$ cat src/rtl/alu_share_arbiter.sv
// Shares one combinational ALU between two requesters, with round-robin grant and a one-entry response slot.
// Define ALU_SHARE_FIXED_PRIO_EN to build with fixed priority, where req0 always wins over req1.
module alu_share_arbiter #(
  parameter int DATA_W = 32,
  parameter int OP_W   = 3
) (
  input  logic              clk,
  input  logic              reset,
  input  logic              req0_valid,
  output logic              req0_ready,
  input  logic [OP_W-1:0]   req0_op,
  input  logic [DATA_W-1:0] req0_a,
  input  logic [DATA_W-1:0] req0_b,
  input  logic              req1_valid,
  output logic              req1_ready,
  input  logic [OP_W-1:0]   req1_op,
  input  logic [DATA_W-1:0] req1_a,
  input  logic [DATA_W-1:0] req1_b,
  output logic [DATA_W-1:0] alu_a,
  output logic [DATA_W-1:0] alu_b,
  output logic [OP_W-1:0]   alu_op,
  input  logic [DATA_W-1:0] alu_result,
  input  logic              alu_zero,
  output logic              rsp_valid,
  input  logic              rsp_ready,
  output logic              rsp_id,
  output logic [DATA_W-1:0] rsp_result,
  output logic              rsp_zero
);

  typedef enum logic [0:0] {
    EMPTY = 1'b0,
    FULL  = 1'b1
  } state_t;

  state_t state;
  logic   slot_free;
  logic   grant0;
  logic   grant1;
  logic   accept;

`ifndef ALU_SHARE_FIXED_PRIO_EN
  logic   last_grant;
`endif

  assign rsp_valid  = (state == FULL);
  assign slot_free  = (state == EMPTY) || rsp_ready;
  assign accept     = grant0 || grant1;
  assign req0_ready = grant0;
  assign req1_ready = grant1;

  // Grant select; reset suppresses every grant so no requester sees ready.
  always_comb begin
    grant0 = 1'b0;
    grant1 = 1'b0;
    if (slot_free && !reset) begin
      if (req0_valid && req1_valid) begin
`ifdef ALU_SHARE_FIXED_PRIO_EN
        grant0 = 1'b1;
`else
        if (last_grant) begin
          grant0 = 1'b1;
        end else begin
          grant1 = 1'b1;
        end
`endif
      end else if (req0_valid) begin
        grant0 = 1'b1;
      end else if (req1_valid) begin
        grant1 = 1'b1;
      end else begin
        grant0 = 1'b0;
        grant1 = 1'b0;
      end
    end else begin
      grant0 = 1'b0;
      grant1 = 1'b0;
    end
  end

  // Operand/opcode steering to the shared ALU; idle drives zeros.
  always_comb begin
    alu_a  = {DATA_W{1'b0}};
    alu_b  = {DATA_W{1'b0}};
    alu_op = {OP_W{1'b0}};
    case ({grant1, grant0})
      2'b01: begin
        alu_a  = req0_a;
        alu_b  = req0_b;
        alu_op = req0_op;
      end
      2'b10: begin
        alu_a  = req1_a;
        alu_b  = req1_b;
        alu_op = req1_op;
      end
      default: begin
        alu_a  = {DATA_W{1'b0}};
        alu_b  = {DATA_W{1'b0}};
        alu_op = {OP_W{1'b0}};
      end
    endcase
  end

  // Response slot FSM: capture on accept, empty on drain without refill.
  always_ff @(posedge clk) begin
    if (reset) begin
      state      <= EMPTY;
      rsp_id     <= 1'b0;
      rsp_result <= {DATA_W{1'b0}};
      rsp_zero   <= 1'b0;
`ifndef ALU_SHARE_FIXED_PRIO_EN
      last_grant <= 1'b1;
`endif
    end else if (accept) begin
      state      <= FULL;
      rsp_id     <= grant1;
      rsp_result <= alu_result;
      rsp_zero   <= alu_zero;
`ifndef ALU_SHARE_FIXED_PRIO_EN
      last_grant <= grant1;
`endif
    end else begin
      case (state)
        FULL:    state <= rsp_ready ? EMPTY : FULL;
        EMPTY:   state <= EMPTY;
        default: state <= EMPTY;
      endcase
    end
  end

endmodule

$ cat config.mk
export PLATFORM = sky130hd
export DESIGN_NAME = alu_share_arbiter
export DESIGN_NICKNAME = d
export VERILOG_FILES = /design/src/rtl/alu_share_arbiter.sv
export SDC_FILE = /design/constraint.sdc
export NUM_CORES = 1
export LEC_CHECK = 0
export BUFFER_PORTS_ARGS = -buffer_cell sky130_fd_sc_hd__clkbuf_2
export CORE_AREA = 4 4 105 107
export CTS_BUF_LIST = sky130_fd_sc_hd__clkbuf_8
export DETAILED_ROUTE_END_ITERATION = 12
export DIE_AREA = 0 0 109 111
export GPL_ROUTABILITY_DRIVEN = 0
export MAX_ROUTING_LAYER = met4
export PLACE_DENSITY = 0.67
export SYNTH_ARGS = -nofsm -noshare
export SYNTH_HDL_FRONTEND = slang
export SYNTH_SLANG_ARGS = --single-unit
export TNS_END_PERCENT = 100
$ cat constraint.sdc
create_clock -name clk -period 1.9 [get_ports clk]
set_input_delay 0.285 -clock clk [delete_from_list [all_inputs] [get_ports clk]]
set_output_delay 0.285 -clock clk [all_outputs]
set_load 0.02 [all_outputs]
==> summary.md <==
| Metric | Value |
|---|---|
| Cell mode on critical path | `nor2b_4` |
| P per Cell Area | `513.4 nW/um^2` |
| CP bufs+invs | `2` |
| Worst setup margin | `-621.7 ps` |
| Metal1 wirelength | `4694 um` |
| CP Launch Point | `rsp_valid$_SDFF_PP0_` |
| First-pass GRT wire length | `17460 um` |
| Routed wl met2 | `6311 um` |
| Count of cell types in the netlist | `21` |
| FMAX | `0.3966 GHz` |
| Vias in the first global route | `3513` |
| Non-Filler Instances | `712` |
| Die X-Extent | `109 um` |
| Global route overflow | `0` |
| Via/cell ratio | `4.754` |
| Max_cap viols | `0` |
| Reg2Reg Launch Point | `rsp_valid$_SDFF_PP0_` |
| Largest net degree at the start of global routing | `39` |
| Final setup viols | `67` |
| Crit-path max cell delay | `550 ps` |
| FF/Latch Area | `723.2 sq um` |
| Met3 wire length | `1099 um` |
| WHS | `220.9 ps` |
| Setup repair after global routing missed its margin | `yes` |
| Critical path's top delay family | `simple AND/OR/NAND/NOR gates` |
| IO Count | `276` |
| Placed Instances | `693` |
| Top sig layer | `met4` |
| CP Cell Sequence | `nor2b_4 > or4b_4 > ha_4 > buf_2 > nor2b_4 > clkbuf_8` |
| Fin. max-slew vios | `0` |
| Clock Path Buffers | `2` |
| Final Hold Vio Count | `0` |
| Nets | `747` |
| Fraction of layout cells with a size suffix above 1 | `78.71%` |
| Worst Skew | `2.877 ps` |
| Syn-to-layout area delta | `130.5%` |
| Mapped Avg Cell Area | `8.576 sq um` |
| Failing checks | `negative setup slack` |
| Reg2reg setup slack | `170 ps` |
| Buffers on Ports | `275` |
| Worst path slowest cell | `or4b_4` |
| Status | `complete, but fails checks` |
| Core Area | `10140 sq um` |
| Total global routing track utilization | `18.60%` |
| Final WL | `12480 um` |
| First-pass DRT Iterations | `4` |
| Area of the die | `12100 sq um` |
| Leak | `2.594 nW` |
| Clock-pin slew on the worst setup and hold paths | `70 ps` |
| HP Start | `alu_result[13]` |
| # H-tree levels | `2` |
| Drt drc | `0` |
| CTS tree | `built` |
| Worst-Margin Slew | `335.8 ps` |
| Vias | `3385` |
| Die Ht | `111 um` |
| Endpoint class of the critical path | `output pin` |
| Mapped cell area | `2410 sq um` |
| Std-Cell Rows | `37` |
| #FFs+latches synth | `36` |
| # clock sinks | `36` |
| Slew headroom | `77.61%` |
| HPWL Detailed | `9468 um` |
| Fill count | `848` |
| DR WL/cell | `17.53 um` |
| DP Area | `4728 sq um` |
| Crit share post-route | `132.7%` |
| Antenna Nets Post-Route | `0` |
| Iter 0 DRT Violations | `141` |
| Post-Syn Nets | `456` |
| Starting density of the core | `23.77%` |
| TritonCTS Buffers | `5` |
| Skew-Pair Late Insertion Delay | `290 ps` |
| Startpoint Class | `register` |
| Yosys Warn Count | `0` |
| Gate Count Post-Synth | `281` |
| Critical path class | `reg -> out` |
| Design Area, Final | `5555 sq um` |
| Area of the multi-input gates | `2236 sq um` |
| Final min period | `2522 ps` |
| CTS root buf | `clkbuf_8` |
| Max VDD drop | `0.6042 mV` |
| Sequential share of the synthesized area | `29.91%` |
| WP data required | `1620 ps` |
| Crit path arrival time | `2240 ps` |
| Crit path max fanout | `6` |
| Min-delay worst type | `in -> reg` |
| Initial antenna violation count | `3` |
| Dpl ws | `-357.6 ps` |
[registers in the layout, indices dropped and copies added, names as in the netlist]
register	flops
rsp_result	32
last_grant	1
rsp_id	1
rsp_valid	1
rsp_zero	1
[layer usage]
layer / global-route usage [%] / vias up
li1: - / 1596
met1: 21.21 / 1583
met2: 31.41 / 185
met3: 3.902 / 21
met4: 7.323 / 0
met5: - / -
[where the power goes]
group	internal [mW]	total (mW)	switching [mW]
clock	0.388	0.678	0.290
sequential	0.811	0.842	0.0304
combinational	0.706	1.33	0.626
total	1.91	2.85	0.947
[path summary, 6_finish.rpt]
check	endpoint	cells past startpoint
worst max-delay path	alu_a[15]	6
worst max register to register	rsp_result[31]$_SDFFE_PP0P_	6
worst min-delay path	rsp_result[13]$_SDFFE_PP0P_	3
worst min register to register	last_grant$_SDFFE_PP1P_	2
[layout by cell type (no fill, tap or decap), types with 9 or more instances in the layout]
cell and instances:
clkbuf_2 211, buf_6 26, nor2b_2 23, a22oi_2 52, nor2_1 33, a22oi_1 15, clkbuf_8 21, buf_8 18
buf_12 9, mux2i_1 33, buf_4 21, dfxtp_1 34, nor2b_4 45
[metrics by stage]
| step | util (%) | total power, mW | TNS, ps |
|---|---|---|---|
| after floorplan | - | 1.594 | -8750 |
| after global placement | 46.64 | 1.987 | -19800 |
| after detailed placement | 46.64 | 2.006 | -20630 |
| after CTS | 52.15 | 2.784 | -36680 |
| after global routing | 54.79 | 2.997 | -41490 |
| final | 54.79 | 2.852 | -36290 |
[Yosys cell counts (all sizes together)]
| master | count | area share, % |
|---|---|---|
| nor2 | 33 | 5.1 |
| a21oi | 2 | 0.42 |
| nor3 | 1 | 0.21 |
| nor2b | 69 | 18 |
| or2b | 1 | 0.31 |
| a22oi | 67 | 21 |
| or3 | 1 | 0.26 |
| dfxtp | 36 | 30 |
| buf | 22 | 6.0 |
| mux2i | 33 | 14 |
| clkbuf | 7 | 1.1 |
| o41ai | 1 | 0.36 |
| a21bo | 1 | 0.42 |
| ha | 3 | 1.6 |
| nand3b | 1 | 0.31 |
| nor4b | 1 | 0.36 |
| or4b | 1 | 0.57 |
| o31ai | 1 | 0.31 |
[worst reg2reg max path: cells and delay by family (launching register included)]
family                     cells  cell delay, ps
muxes                          1             160
buffers and inverters          1             170
adders and majority gates      1             220
DFF                            1             320
and+or+nand+nor                3             740
[cells by family (layout without fill, tap and decap cells)]
kind of cell             count (synthesis)  after routing  synth area share (%)
AO/OA/AOI/OAI                           72             72                 22.38
adder cells (fa/ha/maj)                  3              3                 1.558
buffers and inverters                   29            321                 7.061
flip-flops                              36             36                 29.91
multiplexers                            33             33                 13.71
other                                    0              3                     0
AND/OR/NAND/NOR                        108            108                 25.39
[final cells by class]
class	instances	share of cell area, %
Tap cell	136	3.063
Multi-Input combinational cell	216	40.25
Antenna cell	3	0.1351
Sequential cell	36	13.02
Clock buffer	5	1.239
Clock inverter	3	0.7658
Timing Repair Buffer	313	41.53
[timing repair]
item,4_1_cts,5_1_grt
endpoints found under the hold margin,0,0
buffers inserted,4,0
cloned,0,4
resized for setup,97,93
pin swaps,3,3
endpoints found under the setup margin,67,68
hold buffers,0,0
Power figures use the tool's default switching activity.
